**config.mk**
```make
export PLATFORM = sky130hd
export DESIGN_NAME = imm_gen_stage
export DESIGN_NICKNAME = d
export VERILOG_FILES = /design/src/rtl/imm_gen_stage.sv
export SDC_FILE = /design/constraint.sdc
export NUM_CORES = 1
export LEC_CHECK = 0
export BUFFER_PORTS_ARGS = -buffer_cell sky130_fd_sc_hd__buf_2
export CORE_MARGIN = 2
export CORE_UTILIZATION = 48
export DETAILED_ROUTE_END_ITERATION = 16
export HOLD_SLACK_MARGIN = 0.15
export PLACE_DENSITY_LB_ADDON = 0.08
export SLEW_MARGIN = 15
export SYNTH_ARGS = -nofsm -noshare
export SYNTH_HDL_FRONTEND = slang
export SYNTH_SLANG_ARGS = --single-unit
```
**constraint.sdc**
```tcl
create_clock -name clk -period 8.6 [get_ports clk]
set_input_delay 1.72 -clock clk [delete_from_list [all_inputs] [get_ports clk]]
set_output_delay 1.72 -clock clk [all_outputs]
set_load 0.05 [all_outputs]
```
**src/rtl/imm_gen_stage.sv**
```systemverilog
`default_nettype none
// ============================================================================
//  Module      : imm_gen_stage
//  Description : Registered RV32I/RV64I immediate decode stage. Classifies the
//                instruction format, extracts register indices and the
//                sign-extended immediate, and presents pc + imm. Valid/ready on
//                both sides with a one-entry skid buffer for full throughput.
//  Revision    : 1.0 - initial release
// ============================================================================
module imm_gen_stage #(
    parameter int XLEN = 32
) (
    input  logic            clk,
    input  logic            rst,
    input  logic            in_valid,
    output logic            in_ready,
    input  logic [31:0]     in_instr,
    input  logic [XLEN-1:0] in_pc,
    output logic            out_valid,
    input  logic            out_ready,
    output logic [XLEN-1:0] out_imm,
    output logic [4:0]      out_rs1,
    output logic [4:0]      out_rs2,
    output logic [4:0]      out_rd,
    output logic [2:0]      out_fmt,
    output logic            out_illegal,
    output logic [XLEN-1:0] out_target
);

    // Shift amounts are 6 bits wide on RV64, 5 bits on RV32.
    localparam int SHAMT_W = (XLEN == 64) ? 6 : 5;

    localparam logic [6:0] c_OP_REG    = 7'b0110011;
    localparam logic [6:0] c_OP_IMM    = 7'b0010011;
    localparam logic [6:0] c_OP_LOAD   = 7'b0000011;
    localparam logic [6:0] c_OP_JALR   = 7'b1100111;
    localparam logic [6:0] c_OP_SYSTEM = 7'b1110011;
    localparam logic [6:0] c_OP_STORE  = 7'b0100011;
    localparam logic [6:0] c_OP_BRANCH = 7'b1100011;
    localparam logic [6:0] c_OP_LUI    = 7'b0110111;
    localparam logic [6:0] c_OP_AUIPC  = 7'b0010111;
    localparam logic [6:0] c_OP_JAL    = 7'b1101111;

    localparam logic [2:0] c_FMT_R   = 3'd0;
    localparam logic [2:0] c_FMT_I   = 3'd1;
    localparam logic [2:0] c_FMT_S   = 3'd2;
    localparam logic [2:0] c_FMT_B   = 3'd3;
    localparam logic [2:0] c_FMT_U   = 3'd4;
    localparam logic [2:0] c_FMT_J   = 3'd5;
    localparam logic [2:0] c_FMT_ILL = 3'd7;

    // Stored entry: {pc, imm, rs1, rs2, rd, fmt, illegal}
    localparam int c_ENTRY_W = 2 * XLEN + 19;

    logic [6:0]            w_opcode;
    logic [2:0]            w_funct3;
    logic [31:0]           w_imm32;
    logic [XLEN-1:0]       w_imm;
    logic [4:0]            w_rs1;
    logic [4:0]            w_rs2;
    logic [4:0]            w_rd;
    logic [2:0]            w_fmt;
    logic                  w_illegal;
    logic [c_ENTRY_W-1:0]  w_in_entry;
    logic                  w_accept;
    logic                  w_main_free;
    logic [XLEN-1:0]       w_main_pc;

    logic                  r_main_valid;
    logic                  r_skid_valid;
    logic [c_ENTRY_W-1:0]  r_main_entry;
    logic [c_ENTRY_W-1:0]  r_skid_entry;

    assign w_opcode = in_instr[6:0];
    assign w_funct3 = in_instr[14:12];

    // Format classification and 32-bit immediate assembly from the raw word.
    always_comb begin
        w_imm32   = 32'd0;
        w_rs1     = 5'd0;
        w_rs2     = 5'd0;
        w_rd      = 5'd0;
        w_fmt     = c_FMT_ILL;
        w_illegal = 1'b1;
        case (w_opcode)
            c_OP_REG: begin
                w_fmt     = c_FMT_R;
                w_illegal = 1'b0;
                w_rs1     = in_instr[19:15];
                w_rs2     = in_instr[24:20];
                w_rd      = in_instr[11:7];
            end
            c_OP_IMM, c_OP_LOAD, c_OP_JALR, c_OP_SYSTEM: begin
                w_fmt     = c_FMT_I;
                w_illegal = 1'b0;
                w_rs1     = in_instr[19:15];
                w_rd      = in_instr[11:7];
                // slli/srli/srai carry a plain shift amount, never sign-extended;
                // srai's funct7 bit is deliberately dropped here.
                if ((w_opcode == c_OP_IMM) &&
                    ((w_funct3 == 3'b001) || (w_funct3 == 3'b101))) begin
                    w_imm32 = 32'(in_instr[20 +: SHAMT_W]);
                end else begin
                    w_imm32 = {{20{in_instr[31]}}, in_instr[31:20]};
                end
            end
            c_OP_STORE: begin
                w_fmt     = c_FMT_S;
                w_illegal = 1'b0;
                w_rs1     = in_instr[19:15];
                w_rs2     = in_instr[24:20];
                w_imm32   = {{20{in_instr[31]}}, in_instr[31:25], in_instr[11:7]};
            end
            c_OP_BRANCH: begin
                w_fmt     = c_FMT_B;
                w_illegal = 1'b0;
                w_rs1     = in_instr[19:15];
                w_rs2     = in_instr[24:20];
                w_imm32   = {{20{in_instr[31]}}, in_instr[7], in_instr[30:25],
                             in_instr[11:8], 1'b0};
            end
            c_OP_LUI, c_OP_AUIPC: begin
                w_fmt     = c_FMT_U;
                w_illegal = 1'b0;
                w_rd      = in_instr[11:7];
                w_imm32   = {in_instr[31:12], 12'd0};
            end
            c_OP_JAL: begin
                w_fmt     = c_FMT_J;
                w_illegal = 1'b0;
                w_rd      = in_instr[11:7];
                w_imm32   = {{12{in_instr[31]}}, in_instr[19:12], in_instr[20],
                             in_instr[30:21], 1'b0};
            end
            default: begin
                w_fmt     = c_FMT_ILL;
                w_illegal = 1'b1;
            end
        endcase
    end

    // Every 32-bit immediate is a correctly signed value (shift amounts have
    // bit 31 clear), so one signed widening covers all formats on RV64.
    assign w_imm      = XLEN'($signed(w_imm32));
    assign w_in_entry = {in_pc, w_imm, w_rs1, w_rs2, w_rd, w_fmt, w_illegal};

    // in_ready comes straight from the skid flop, so it never sees out_ready.
    assign in_ready    = ~r_skid_valid;
    assign w_accept    = in_valid & ~r_skid_valid;
    assign w_main_free = ~r_main_valid | out_ready;

    // Main/skid storage: main refills from skid first (FIFO order), otherwise
    // from the input; skid only captures while main is stalled.
    always_ff @(posedge clk or posedge rst) begin
        if (rst) begin
            r_main_valid <= 1'b0;
            r_skid_valid <= 1'b0;
            r_main_entry <= '0;
            r_skid_entry <= '0;
        end else if (w_main_free) begin
            if (r_skid_valid) begin
                r_main_entry <= r_skid_entry;
                r_main_valid <= 1'b1;
                r_skid_valid <= 1'b0;
            end else if (w_accept) begin
                r_main_entry <= w_in_entry;
                r_main_valid <= 1'b1;
            end else begin
                r_main_valid <= 1'b0;
            end
        end else if (w_accept) begin
            r_skid_entry <= w_in_entry;
            r_skid_valid <= 1'b1;
        end
    end

    assign out_valid = r_main_valid;
    assign {w_main_pc, out_imm, out_rs1, out_rs2, out_rd, out_fmt, out_illegal} = r_main_entry;
    assign out_target = w_main_pc + out_imm;

endmodule
`default_nettype wire

```
## Word-level counts from Yosys, hierarchy flattened

Index checks and enable logic that the tools add are counted.

| storage, ports and cells | value |
|---|---|
| flip-flop bits (word level) | 168 |
| bits in latches | 0 |
| memory bits (writable) | 0 |
| bits in read-only memories | 0 |
| input bits | 68 |
| output and inout port bits | 85 |
| word-level logic and storage cells | 47 |
| memories | 0 |

| cells by class | value |
|---|---|
| $add $sub $neg | 1 |
| multiply operators | 0 |
| divide/modulo/power cells | 0 |
| order comparisons | 0 |
| equality and inequality tests | 12 |
| shift-type cells | 0 |
| multiplexer cells | 13 |
| bitwise logic cells | 5 |
| reductions and logical operators | 12 |

Operators with widths:

| operator | number |
|---|---|
| 83-bit two-way mux | 2 |
| 32-bit case mux with 5 select lines | 1 |
| 32-bit adder | 1 |
| 32-bit two-way mux | 1 |
| 7-bit equality test, second input constant | 4 |
| 7-bit by 6-bit equality test with 1-bit output, second input constant | 3 |
| 3-bit case mux with 6 select lines | 1 |
| 5-bit two-way mux | 3 |
| 7-bit by 5-bit equality test with 1-bit output, second input constant | 2 |
| 10-bit OR reduction | 1 |
| 8-bit OR reduction | 1 |
| 7-bit by 2-bit equality test with 1-bit output, second input constant | 1 |
| 7-bit OR reduction | 1 |
| 1-bit two-way mux | 5 |
| 2-bit AND reduction | 2 |
| 2-bit nonzero test | 2 |
| 4-bit OR reduction | 1 |
| 3-bit by 1-bit equality test with 1-bit output, second input constant | 1 |
| 3-bit equality test, second input constant | 1 |
| 1-bit NOT | 3 |
| 3-bit OR reduction | 1 |
| 2-bit OR reduction | 1 |
| 1-bit AND | 1 |
| 1-bit logical AND | 1 |
| other kinds (2) | 2 |

## Depth between registers and ports, before layout

| logic depth | value |
|---|---|
| word-level depth | 7 |
| gate-level depth with buffers | 9 |
| depth with buffers taken out | 9 |

## Worst setup path before layout

OpenSTA, ideal clock, no wires.

| path | value |
|---|---|
| path type | register to output |
| start point | register r_main_entry[23] |
| end point | output out_target[31] |
| data arrival time | 3.320 ns |
| required time | 6.880 ns |
| slack | 3.560 ns |
| cell stages (with the launch flop) | 9 |
| path buffers | 0 |
| cells stage by stage | dfrtp_1 -> ha_1 -> a21o_2 -> a31oi_1 -> a211oi_1 -> a211oi_1 -> o21ba_2 -> nor3_1 -> nor4_1 |

| between the ends | value |
|---|---|
| word-level cells in the longest chain between the ends | 1 |

Ends and longest elaborated chain:

| item | line | source |
|---|---|---|
| start: declaration | 71 | `logic [c_ENTRY_W-1:0] r_main_entry;` |
| start signal: assignment | 162 | `r_main_entry <= r_skid_entry;` |
| start signal: assignment | 166 | `r_main_entry <= w_in_entry;` |
| 32-bit adder | 179 | `assign out_target = w_main_pc + out_imm;` |
| end: declaration | 27 | `output logic [XLEN-1:0] out_target` |

No other way between the ends.

## Final worst setup path

| path | value |
|---|---|
| start point | register r_main_entry[19] |
| end point | output out_target[26] |

The elaborated chain is that of the path after synthesis.

==> flow_summary_export.csv <==
group,metric,value,unit
outcome,status,"complete, no violations",
power_and_ir_drop,finalPower,0.00292,W
drt,drcViolationCount,0,
placement,hpwlAfterDp,17400,µm
placement,gp_congestion,0.886,
worst_setup_path,worstSetupPathType,"register to output port",
worst_setup_path,cpPeakStageDelay,0.43,ns
clock_network,cts_sinks,168,
timing,finalSetupTns,0,ns
clock_network,cts-hold-fix-buffers,0,
clock_network,ctsHtreeMaxLevel,4,
finish,multi_input_area,0.00466,mm²
worst_setup_path,cp-end-kind,"output port",
placement,dp_cells,1405,
logic_synthesis,synth_compound_area_share,19.7,%
power_and_ir_drop,swShare,43.8,%
power_and_ir_drop,power_density,274,mW/mm²
worst_setup_path,crit_fanout,4,
global_routing,grt_usage,24.4,%
worst_setup_path,cp_cell_sequence,"ha_1, fa_1, a21o_1, a221oi_2, nor3_1, o21ai_0, nand3_1, a31oi_1, xnor2_1, buf_2",
logic_synthesis,synth_top_family_by_area,"compound AO/OA/AOI/OAI gates",
logic_synthesis,synth_cells,1095,
power_and_ir_drop,p_sw,0.00128,W
floorplanning,core,0.0195,mm²
logic_synthesis,yosys.area_share.adder,4.29,%
drt,wl_per_cell,17.2,µm
global_routing,grt_max_degree,111,
timing,hold_violations,0,
timing,rsz0062_at_grt,"no",
worst_setup_path,cp-start-kind,"register",
drt,num_vias,7767,
logic_synthesis,synthSimpleGateAreaFrac,17.7,%
logic_synthesis,synth.area.mux_share,4.75,%
clock_network,cts-root-buf,"clkbuf_16",
drt,drtIter0Drc,503,
timing,whs,0.474,ns
logic_synthesis,synth_warnings,0,
floorplanning,rows,51,
finish,seqCellArea,0.00421,mm²
clock_network,cts_tree,"done",
logic_synthesis,syn_area,0.00952,mm²
timing,worst_pin_slew,1.07,ns
clock_network,postCtsSetupBuffers,0,
flow_run,cap_violations,0,
drt,drt_pass1_iterations,6,
drt,wl,24700,µm
floorplanning,io_pins,153,
global_routing,grt-ovfl-total,0,
clock_network,numCtsBuffers,17,
power_and_ir_drop,peakVddDrop,0.181,mV
global_routing,grt_pass1_wl,39600,µm
power_and_ir_drop,p_seq_share,33.9,%
timing,min_period_over_period,58.5,%
timing,slew-limit-headroom,28.9,%
drt,vias_per_cell,5.40,
clock_network,cts_resized,0,
logic_synthesis,synth-seq-area-share,44.2,%
clock_network,clock_latency,0.44,ns
clock_network,clkTransAtPathRegs,0.07,ns
floorplanning,floorplan.initialDensity,48.9,%
timing,drv_slew,0,
power_and_ir_drop,power.internal,0.00164,W
power_and_ir_drop,clkPwrFrac,26.5,%
worst_setup_path,worstPathArrival,3.31,ns
timing,period_minus_slack,5.03,ns
global_routing,grt_pass1_vias,7309,
finish,final_common_cell,"nand2_1",
finish,area_growth,11.7,%
logic_synthesis,synth_seq_cells,168,
hold_path,hold_class,"register to register",
placement,port_buffers,152,
finish,final_cell_mix,"nand2_1, dfrtp_1, buf_2, o21ai_0, a21oi_1",
logic_synthesis,synth_edf_count,0,
logic_synthesis,yosysUniqueCellTypes,64,
power_and_ir_drop,combPwrFrac,39.6,%
finish,final_layout_size_suffix_gt1_share,19.0,%
finish,final_cells,1438,
worst_setup_path,cp.required,6.88,ns
floorplanning,die_y,145,µm
timing,timing.fmax,0.199,GHz
worst_setup_path,critPathSlowestCell,"a221oi_2",
timing,setup_viol,0,
finish,nets,1259,
finish,num-fill-cells,1829,
drt,antenna_left,0,
clock_network,clockBufferDepth,2,
power_and_ir_drop,power_leakage,5.06,nW
logic_synthesis,async_flop_share,100,%
timing,clock_skew,0.0106,ns
logic_synthesis,ys_dominant_reg_cell,"dfrtp_1",
logic_synthesis,synth_nets,1195,
floorplanning,die_x,145,µm
logic_synthesis,synth_xor_area_share,2.39,%
global_routing,antenna_found_initial,1,
logic_synthesis,synth_area_per_cell,8.69,µm²
floorplanning,dieArea,0.0210,mm²
-- path summary, 6_finish.rpt --
| path | start | to | slack [ns] | cells past startpoint |
|---|---|---|---|---|
| max | r_main_entry[19]$_DFFE_PP0P_ | out_target[26] | 3.57 | 10 |
| min | r_main_entry[3]$_DFFE_PP0P_ | r_main_entry[3]$_DFFE_PP0P_ | 0.47 | 2 |
| max reg2reg | r_skid_valid$_DFFE_PP0P_ | r_main_entry[30]$_DFFE_PP0P_ | 5.86 | 5 |
| min reg2reg | r_main_entry[3]$_DFFE_PP0P_ | r_main_entry[3]$_DFFE_PP0P_ | 0.47 | 2 |
| max in group asynchronous | rst | r_skid_valid$_DFFE_PP0P_ | 5.67 | 3 |
| min in group asynchronous | rst | r_skid_entry[52]$_DFFE_PP0P_ | 1.49 | 2 |
-- worst max-delay path: cells and delay by family, from the launching register on --
family	cells	cell delay, ns
fa+ha+maj	2	0.63
compound gates	4	1.12
xor+xnor	1	0.13
flops	1	0.39
simple gates	2	0.34
buf+inv	1	0.28
-- routing by layer --
metal	global-route usage [%]	up-vias	wire (µm)
met1	35.7	3686	12000
met3	3.98	24	1130
met5	0	-	0
li1	-	3861	-
met4	6.69	0	365
met2	37.7	196	11200
-- per-stage QoR --
step / util (%) / worst slack [ns] / instance area [µm²]
after floorplan: - / 2.33 / 9520
after detailed placement: 51.6 / 4.00 / 10000
after global placement: 51.6 / 4.06 / 10000
after global routing: 54.6 / 3.33 / 10600
after CTS: 54.6 / 3.51 / 10600
final: 54.6 / 3.57 / 10600
-- flip-flops by register name, summed over array words and instances (netlist names) --
register and cells:
out_valid 1, r_main_entry 83, r_skid_entry 83, r_skid_valid 1
-- power by group through the flow --
stage,clock network (W),registers [W],logic (W)
after floorplan,0,0.000977,0.000949
final,0.000773,0.000990,0.00116
after global routing,0.000818,0.00101,0.00126
after detailed placement,0,0.00100,0.00116
after global placement,0,0.00100,0.00115
after CTS,0.000787,0.000990,0.00116
-- cells in the mapped netlist (9+ instances only) --
master | n | share of area [%]
o211ai_1 | 13 | 1.0
buf_4 | 52 | 4.1
a221oi_1 | 9 | 0.83
nand3_1 | 20 | 1.1
o21ai_0 | 113 | 5.9
or3_1 | 11 | 0.72
mux2i_1 | 35 | 3.7
nor2_1 | 58 | 2.3
mux2_2 | 9 | 1.1
dfrtp_1 | 168 | 44
a31oi_1 | 9 | 0.59
a21oi_1 | 83 | 4.4
o21a_1 | 19 | 1.5
ha_1 | 31 | 4.1
clkbuf_1 | 47 | 1.9
xnor2_1 | 19 | 1.7
nand2_1 | 261 | 10
a21o_1 | 17 | 1.3
and3_1 | 11 | 0.72
-- kinds of logic (layout without fill, tap and decap cells) --
family | Yosys count | in the layout
mux | 44 | 44
other cells | 0 | 1
flops | 168 | 168
simple gates | 400 | 400
fa+ha+maj | 32 | 32
compound gates | 304 | 304
buf+inv | 121 | 198
xor+xnor | 26 | 26
-- final cells by class --
cell class | instances | area share (%)
multi-input combinational | 806 | 43.9
inverter | 7 | 0.294
clock buffer | 17 | 4.00
timing repair buffer | 159 | 7.65
antenna | 1 | 0.0235
tap | 265 | 3.12
clock inverter | 15 | 1.48
sequential | 168 | 39.6
(Power assumes the default switching activity.)
